--- src/rtl/lutram_bist_ctrl.sv ---
// BIST sequencer for one single-port LUTRAM column: checks the power-up INIT
// contents, writes a selectable pattern, then reads back and verifies it.
module lutram_bist_ctrl #(
  parameter int unsigned               ADDR_W          = 6,
  parameter logic [(2**ADDR_W)-1:0]    INIT            = 64'h0123456789ABCDEF,
  parameter bit                        SKIP_INIT_CHECK = 1'b0
) (
  input  logic              clk_i,
  input  logic              rst_i,
  input  logic              start_i,
  input  logic [1:0]        pattern_i,
  output logic              ram_we_o,
  output logic [ADDR_W-1:0] ram_addr_o,
  output logic              ram_d_o,
  input  logic              ram_q_i,
  output logic              busy_o,
  output logic              done_o,
  output logic              pass_o,
  output logic [ADDR_W+1:0] err_cnt_o,
  output logic [ADDR_W-1:0] first_err_addr_o,
  output logic              first_err_phase_o
);

  localparam int unsigned       DEPTH     = 2 ** ADDR_W;
  localparam logic [ADDR_W-1:0] LAST_ADDR = ADDR_W'(DEPTH - 1);
  localparam logic [ADDR_W+1:0] ERR_MAX   = '1;

  typedef enum logic [2:0] {
    S_IDLE,
    S_CHK_INIT,
    S_WRITE,
    S_GAP,
    S_VERIFY,
    S_DONE
  } state_t;

  typedef enum logic [1:0] {
    PAT_ZEROS,
    PAT_ONES,
    PAT_CHECKER,
    PAT_INV_INIT
  } pattern_t;

  state_t              state_q, state_d;
  pattern_t            pat_q, pat_d;
  logic [ADDR_W-1:0]   addr_q, addr_d;
  logic                we_q, we_d;
  logic                d_q, d_d;
  logic [ADDR_W+1:0]   err_cnt_q, err_cnt_d;
  logic [ADDR_W-1:0]   first_addr_q, first_addr_d;
  logic                first_phase_q, first_phase_d;

  logic                start_ok;
  logic                last_addr;
  logic                checking;
  logic                exp_bit;
  logic                mismatch;

  function automatic logic pattern_bit(input pattern_t pat, input logic [ADDR_W-1:0] a);
    logic b;
    case (pat)
      PAT_ZEROS:   b = 1'b0;
      PAT_ONES:    b = 1'b1;
      PAT_CHECKER: b = a[0];
      default:     b = ~INIT[a];
    endcase
    return b;
  endfunction

  assign start_ok  = start_i && ((state_q == S_IDLE) || (state_q == S_DONE));
  assign last_addr = (addr_q == LAST_ADDR);
  assign checking  = (state_q == S_CHK_INIT) || (state_q == S_VERIFY);
  assign exp_bit   = (state_q == S_CHK_INIT) ? INIT[addr_q] : pattern_bit(pat_q, addr_q);
  assign mismatch  = checking && (ram_q_i != exp_bit);

  // NOTE: every signal written here gets a default first, so no path through
  // the case/if tree leaves one unassigned and no latch is inferred.
  always_comb begin
    state_d       = state_q;
    pat_d         = pat_q;
    addr_d        = addr_q;
    err_cnt_d     = err_cnt_q;
    first_addr_d  = first_addr_q;
    first_phase_d = first_phase_q;

    case (state_q)
      S_IDLE, S_DONE: begin
        if (start_i) begin
          pat_d   = pattern_t'(pattern_i);
          addr_d  = '0;
          state_d = SKIP_INIT_CHECK ? S_WRITE : S_CHK_INIT;
        end
      end
      S_CHK_INIT: begin
        if (last_addr) begin
          state_d = S_WRITE;
          addr_d  = '0;
        end else begin
          addr_d = addr_q + 1'b1;
        end
      end
      S_WRITE: begin
        if (last_addr) begin
          state_d = S_GAP;
          addr_d  = '0;
        end else begin
          addr_d = addr_q + 1'b1;
        end
      end
      S_GAP: begin
        state_d = S_VERIFY;
        addr_d  = '0;
      end
      S_VERIFY: begin
        if (last_addr) begin
          state_d = S_DONE;
        end else begin
          addr_d = addr_q + 1'b1;
        end
      end
      default: begin
        state_d = S_IDLE;
        addr_d  = '0;
      end
    endcase

    // Write port is decoded from the next state so it leaves a flop cleanly;
    // on the start edge pat_d already carries the freshly latched pattern.
    we_d = (state_d == S_WRITE);
    d_d  = we_d ? pattern_bit(pat_d, addr_d) : 1'b0;

    if (start_ok) begin
      err_cnt_d     = '0;
      first_addr_d  = '0;
      first_phase_d = 1'b0;
    end else if (mismatch) begin
      if (err_cnt_q == '0) begin
        first_addr_d  = addr_q;
        first_phase_d = (state_q == S_VERIFY);
      end
      if (err_cnt_q != ERR_MAX) begin
        err_cnt_d = err_cnt_q + 1'b1;
      end
    end
  end

  // NOTE: state registers use non-blocking assignments so every flop samples
  // the pre-edge values computed above, independent of process ordering.
  always_ff @(posedge clk_i) begin
    if (rst_i) begin
      state_q       <= S_IDLE;
      pat_q         <= PAT_ZEROS;
      addr_q        <= '0;
      we_q          <= 1'b0;
      d_q           <= 1'b0;
      err_cnt_q     <= '0;
      first_addr_q  <= '0;
      first_phase_q <= 1'b0;
    end else begin
      state_q       <= state_d;
      pat_q         <= pat_d;
      addr_q        <= addr_d;
      we_q          <= we_d;
      d_q           <= d_d;
      err_cnt_q     <= err_cnt_d;
      first_addr_q  <= first_addr_d;
      first_phase_q <= first_phase_d;
    end
  end

  assign ram_we_o          = we_q;
  assign ram_addr_o        = addr_q;
  assign ram_d_o           = d_q;
  assign busy_o            = (state_q == S_CHK_INIT) || (state_q == S_WRITE) ||
                             (state_q == S_GAP)      || (state_q == S_VERIFY);
  assign done_o            = (state_q == S_DONE);
  assign pass_o            = done_o && (err_cnt_q == '0);
  assign err_cnt_o         = err_cnt_q;
  assign first_err_addr_o  = first_addr_q;
  assign first_err_phase_o = first_phase_q;

endmodule

--- config.mk ---
export PLATFORM = sky130hd
export DESIGN_NAME = lutram_bist_ctrl
export DESIGN_NICKNAME = d
export VERILOG_FILES = /design/src/rtl/lutram_bist_ctrl.sv
export SDC_FILE = /design/constraint.sdc
export NUM_CORES = 1
export LEC_CHECK = 0
export ABC_CLOCK_PERIOD_IN_PS = 4840
export CORE_MARGIN = 1
export CORE_UTILIZATION = 50
export DETAILED_ROUTE_END_ITERATION = 10
export PLACE_DENSITY = 0.84
export SLEW_MARGIN = 10
export SYNTH_ARGS = -nofsm -noshare
export SYNTH_HDL_FRONTEND = slang
export SYNTH_SLANG_ARGS = --single-unit
--- constraint.sdc ---
create_clock -name clk_i -period 4.84 [get_ports clk_i]
set_clock_uncertainty 0.2 [all_clocks]
set_input_delay 0.726 -clock clk_i [delete_from_list [all_inputs] [get_ports clk_i]]
set_output_delay 0.726 -clock clk_i [all_outputs]
set_load 0.1 [all_outputs]
[Word level (Yosys, flattened, before mapping)]
Memory sizes are Yosys's and may differ from the RTL's. A register that Yosys moved wholly into a read port is not among the register bits.
Index checks and enable logic that the tools add are counted.
Widths: inputs -> output; s select.
Word-level totals
  output and inout port bits: 26
  register bits after elaboration: 28
  memories kept: 2
  logic and storage cells: 65
  bits in read-only memories: 128
Memories
  (name not given): words 64, bits a word 1, read ports 1, clocked after memory_dff 0, write ports 0, RTL line 65  | default: b = ~INIT[a];
  (name not given): words 64, bits a word 1, read ports 1, clocked after memory_dff 1, write ports 0, RTL line 65
Cells by class
  reductions and logical operators: 18
  equal/unequal tests: 13
  multiplexer cells: 17
  add/sub/neg operators: 2
  magnitude comparators: 2
  bitwise gates (word level): 3
Operator list (count)
  $mux 6: 4
  $pmux 6 s3: 1
  $pmux 3 s5: 1
  $lt 6x7->1 const B: 2
  $mux 3: 4
  $eq 3x2->1 const B: 3
  $add 8x1->8 const B: 1
  $logic_not 8->1: 1
  $ne 8x8->1 const B: 1
  $reduce_or 2->1: 4
  $add 6x1->6 const B: 1
  $eq 3x3->1 const B: 2
  $eq 6x6->1 const B: 1
  $pmux 1 s3: 2
  $logic_or 1x1->1: 5
  $eq 2x1->1 const B: 2
  $eq 2x2->1 const B: 2
  $logic_not 2->1: 2
  $mux 2: 2
  $reduce_and 2->1: 2
  $eq 3x1->1 const B: 1
  $logic_and 1x1->1: 3
  $logic_not 3->1: 1
  $mux 1: 3
  other kinds (2): 4

[Logic depth before layout (Yosys ltp)]
  word-level depth: 8
  gate-level depth with buffers: 15
  gate-level depth less buffers: 15

[Least setup slack after synthesis]
OpenSTA, ideal clock, no wires.
  path type: flip-flop to flip-flop
  from: register addr_q[0], in the netlist ram_addr_o[0]
  to: register (tool-made name)
  arrival time: 3.909 ns
  period minus slack after synthesis: 4.232 ns
  path slack: 0.608 ns
  library setup time: 0.124 ns
  path buffers: 0
  stages on the path, launching flop included: 15
  cells stage by stage: dfxtp_1 > ha_1 > nand4_1 > nor2_1 > inv_1 > ha_1 > nor2_1 > a221oi_4 > nor2_1 > inv_1 > ha_1 > mux2_4 > a211o_1 > a31oi_1 > o31ai_1
RTL lines
  from (decl): RTL line 46  | logic [ADDR_W-1:0] addr_q, addr_d;
  from (signal assigned): RTL line 162  | addr_q <= addr_d;

==> metrics.md <==
| Metric | Value |
|---|---|
| HP Class | `reg -> reg` |
| Switching Fraction | `27.4%` |
| Slew Viols, Final | `0` |
| Critical-path cell with the highest stage delay | `dfxtp_1` |
| Synth Area in Compound Gates | `20.9%` |
| Distinct cell type count after synthesis | `58` |
| Synth Area in Simple Gates | `21.2%` |
| Initial core utilization | `53.0%` |
| Xor/xnor share of the synthesized area | `roughly 6.4%` |
| Post-Synth Adder-Cell Area | `10.5%` |
| CTS tree | `built` |
| ANT nets after route | `0` |
| GR Layer Usage met3 | `5.07%` |
| Crit-path max cell delay | `510 ps` |
| Via count | `1,923` |
| Startpoint Class | `flip-flop` |
| DIE WIDTH | `67.6 µm` |
| CP Capture Type | `flip-flop` |
| Hold Violations, Final | `0` |
| Max_cap viols | `0` |
| Final WS setup | `970 ps` |
| Flop-to-flop setup slack | `970 ps` |
| Worst skew pair latency | `280 ps` |
| Gr ovfl total | `0` |
| Mapped Cells | `around 250` |
| Post-synth top flop | `dfxtp_1` |
| Clock power share | `43.9%` |
| DRC | `0` |
| Root Buffer | `clkbuf_8` |
| Largest family of logic cells by synthesized area | `simple AND/OR/NAND/NOR gates` |
| Reg power frac | `between 40% and 50%` |
| CP arrival | `3840 ps` |
| Via-to-Cell Ratio | `5.84` |
| Slew @ Worst Pin | `around 1000 ps` |
| Number of synthesized flops with an enable pin | `0` |
| Fin crit period | `3870 ps` |
| DRT Pass-1 Iters | `4` |
| Mux contribution to synthesized area | `approximately 7%` |
| N_diodes | `0` |
| Synth top area cells | `dfxtp_1, ha_1, nor2_1, mux2i_1, nand2_1` |
| Initial drt markers | `between 150 and 200` |
| Worst path cell trace | `ha_1 > nand4_1 > nor2_1 > inv_1 > ha_1 > nor2_1 > a221oi_4 > nor2_1 > inv_1 > ha_1 > mux2_4 > a211o_1 > a31oi_1 > o31ai_1` |
| RR Startpoint | `ram_addr_o[0]` |
| WL/cell | `15.0 µm` |
| Number of CTS-inserted buffers | `5` |
| Share of layout cells above drive strength 1 | `11.1%` |
| Setup-failing EPs final | `0` |
| P per Cell Area | `239 nW/µm²` |
| Outcome | `finished, final reports clean` |
| Area leader, netlist | `dfxtp_1` |
| Layout area overhead | `18.8%` |
| # nets final | `302` |
| Hold depth | `2` |
| RD Place Congestion | `roughly 0.89` |
| Leakage power | `0.000985 µW` |
| Post-route setup TNS | `0 ps` |
| Area of the multi-input gates | `1420 µm²` |
| VDD IR max | `0.000146 V` |
| Crit. Startpoint | `ram_addr_o[0]` |
| Avg Inst Size Synth | `8.51 µm²` |
| Vias in the first global route | `1,805` |
| Row cnt | `23` |
| Worst hold slack | `298 ps` |
| Largest net degree at the start of global routing | `19` |
| RSZ-0062 raised after global routing | `no` |
| Die ar. | `4570 µm²` |
| Initial antenna violation count | `0` |
| Fmax | `0.258 GHz` |
| Reg area | `581 µm²` |
| Final Cycle Share | `80.0%` |
| First-pass GRT wire length | `a little over 8 mm` |
| Post-synth top area share | `27.0%` |
| Relative slew slack | `34.5%` |
| Switch Pwr | `167 µW` |
| Die Y | `67.6 µm` |
| Crit path required time | `4810 ps` |
| I/O Pins | `32` |
| Met1 usage | `about 30%` |
| Met2 usage | `a little under two fifths` |
| Post-CTS Setup Bufs | `0` |
| H-tree Lvls | `2` |
| Async S/R FF share, synth | `0%` |
| Critical path class | `reg -> reg` |
| Combinational share of power | `about 15%` |
| CTS sink cnt | `29` |
| Pint | `444 µW` |
| Worst Hold Launch | `first_err_phase_o` |
| Post-CTS sizing | `0` |
| Register area share after synthesis | `a little over a quarter` |
| Worst-path maximum fanout | `9` |
| #FFs+latches synth | `29` |
| Post-Syn Nets | `277` |
| Total core area | `4060 µm²` |
| Port Buf Inserts | `31` |
| GRT Total Usage | `23.6%` |
| Pre-CTS setup slack | `1040 ps` |
| Routed WL | `4.94 mm` |
| Synth Cell Area | `approximately 2200 µm²` |
| FILL cells | `347` |
| FF-to-FF path depth | `14` |
| Clk pin slew, worst setup/hold paths | `70 ps` |
| Hold buffer count at CTS | `0` |
| Total number of yosys warnings | `0` |
| Clock Path Buffers | `2` |
| HPWL after detailed placement | `3.54 mm` |
| GR peak layer | `met2` |
-- layer usage --
metal | wire (µm) | up-vias
met3 | 297 | 8
met4 | 80 | 0
met5 | 0 | -
met2 | 2340 | 65
li1 | - | 946
met1 | 2210 | 904
-- registers in the layout (all words and copies together) (netlist names), named ones only --
| name | flops |
|---|---|
| state_q | 3 |
| first_err_phase_o | 1 |
| first_err_addr_o | 6 |
| ram_d_o | 1 |
| ram_we_o | 1 |
| err_cnt_o | 8 |
| pat_q | 2 |
| ram_addr_o | 6 |
-- worst max-delay path, delay by kind of cell (launching register included) --
kind / cells / cell delay [ps]
AOI/OAI and AO/OA: 4 / 650
adders and majority gates: 3 / 930
buffers and inverters: 2 / 310
DFF: 1 / 510
muxes: 1 / 260
and+or+nand+nor: 4 / 890
-- power groups by stage --
stage	combinational [µW]	clock [µW]	sequential, µW
after CTS	93.1	269	249
after detailed placement	92.4	0	255
after global placement	90.5	0	255
after global routing	102	281	250
after floorplan	66.0	0	261
final	93.5	269	250
-- path summary, 6_finish.rpt --
check                 endpoint
max                  flip-flop
min          first_err_phase_o
max reg2reg          flip-flop
min reg2reg  first_err_phase_o
-- layout by cell type, fill, tap and decap left out, types with 3 or more instances in the layout --
cell type | Yosys | final
nor2_1 | 42 | 42
clkdlybuf4s50_1 | 0 | 31
dfxtp_1 | 29 | 29
ha_1 | 18 | 18
nand2_1 | 15 | 15
inv_1 | 13 | 13
mux2i_1 | 12 | 12
nand3_1 | 10 | 10
nor3_1 | 7 | 7
o21ai_0 | 6 | 6
a31oi_1 | 6 | 6
xor2_1 | 6 | 6
xnor2_1 | 6 | 6
a21oi_1 | 6 | 6
clkbuf_8 | 0 | 6
nand4_1 | 4 | 4
or2_2 | 3 | 3
o211ai_1 | 3 | 3
o21a_1 | 3 | 3
nor2b_1 | 3 | 3
and3_1 | 3 | 3
-- synth_stat cells (all sizes together) (2+ instances only) --
cell type,count
a21oi,6
and3,3
xnor2,8
mux2i,12
o2111ai,2
nand3,10
a31oi,6
nand2,15
o22ai,2
xor2,6
nor2b,3
a22oi,2
buf,11
a211oi,5
ha,18
o21ai,7
nand4,4
nor3,7
or2,3
o21a,3
nor2,42
and2,2
dfxtp,29
clkbuf,4
o211ai,5
inv,13
a21o,2
mux2,2
-- stage by stage --
stage,power [µW],instances,utilization (%),cell area (µm²)
final,612,329,63.0,2560
after global routing,633,329,63.0,2560
after CTS,612,329,63.0,2560
after detailed placement,347,321,60.0,2440
after global placement,345,321,60.0,2440
after floorplan,327,253,-,2150
-- area by class of cell --
| cell class | instances | area share (%) |
|---|---|---|
| Inverter | 13 | 1.91 |
| Clock buffer | 6 | 3.23 |
| Timing Repair Buffer | 33 | 12.7 |
| Sequential cell | 29 | 22.7 |
| Clock inverter | 2 | 1.47 |
| Multi-Input combinational cell | 196 | 55.5 |
| Tap cell | 50 | 2.45 |
-- logic make-up (layout without fill, tap and decap cells) --
group,after synthesis,after routing
xor gates and xnor gates,14,14
AOI/OAI and AO/OA,55,55
muxes,14,14
and+or+nand+nor,95,95
buffers and inverters,28,54
adders and majority gates,18,18
DFF,29,29
(Power assumes the default switching activity.)
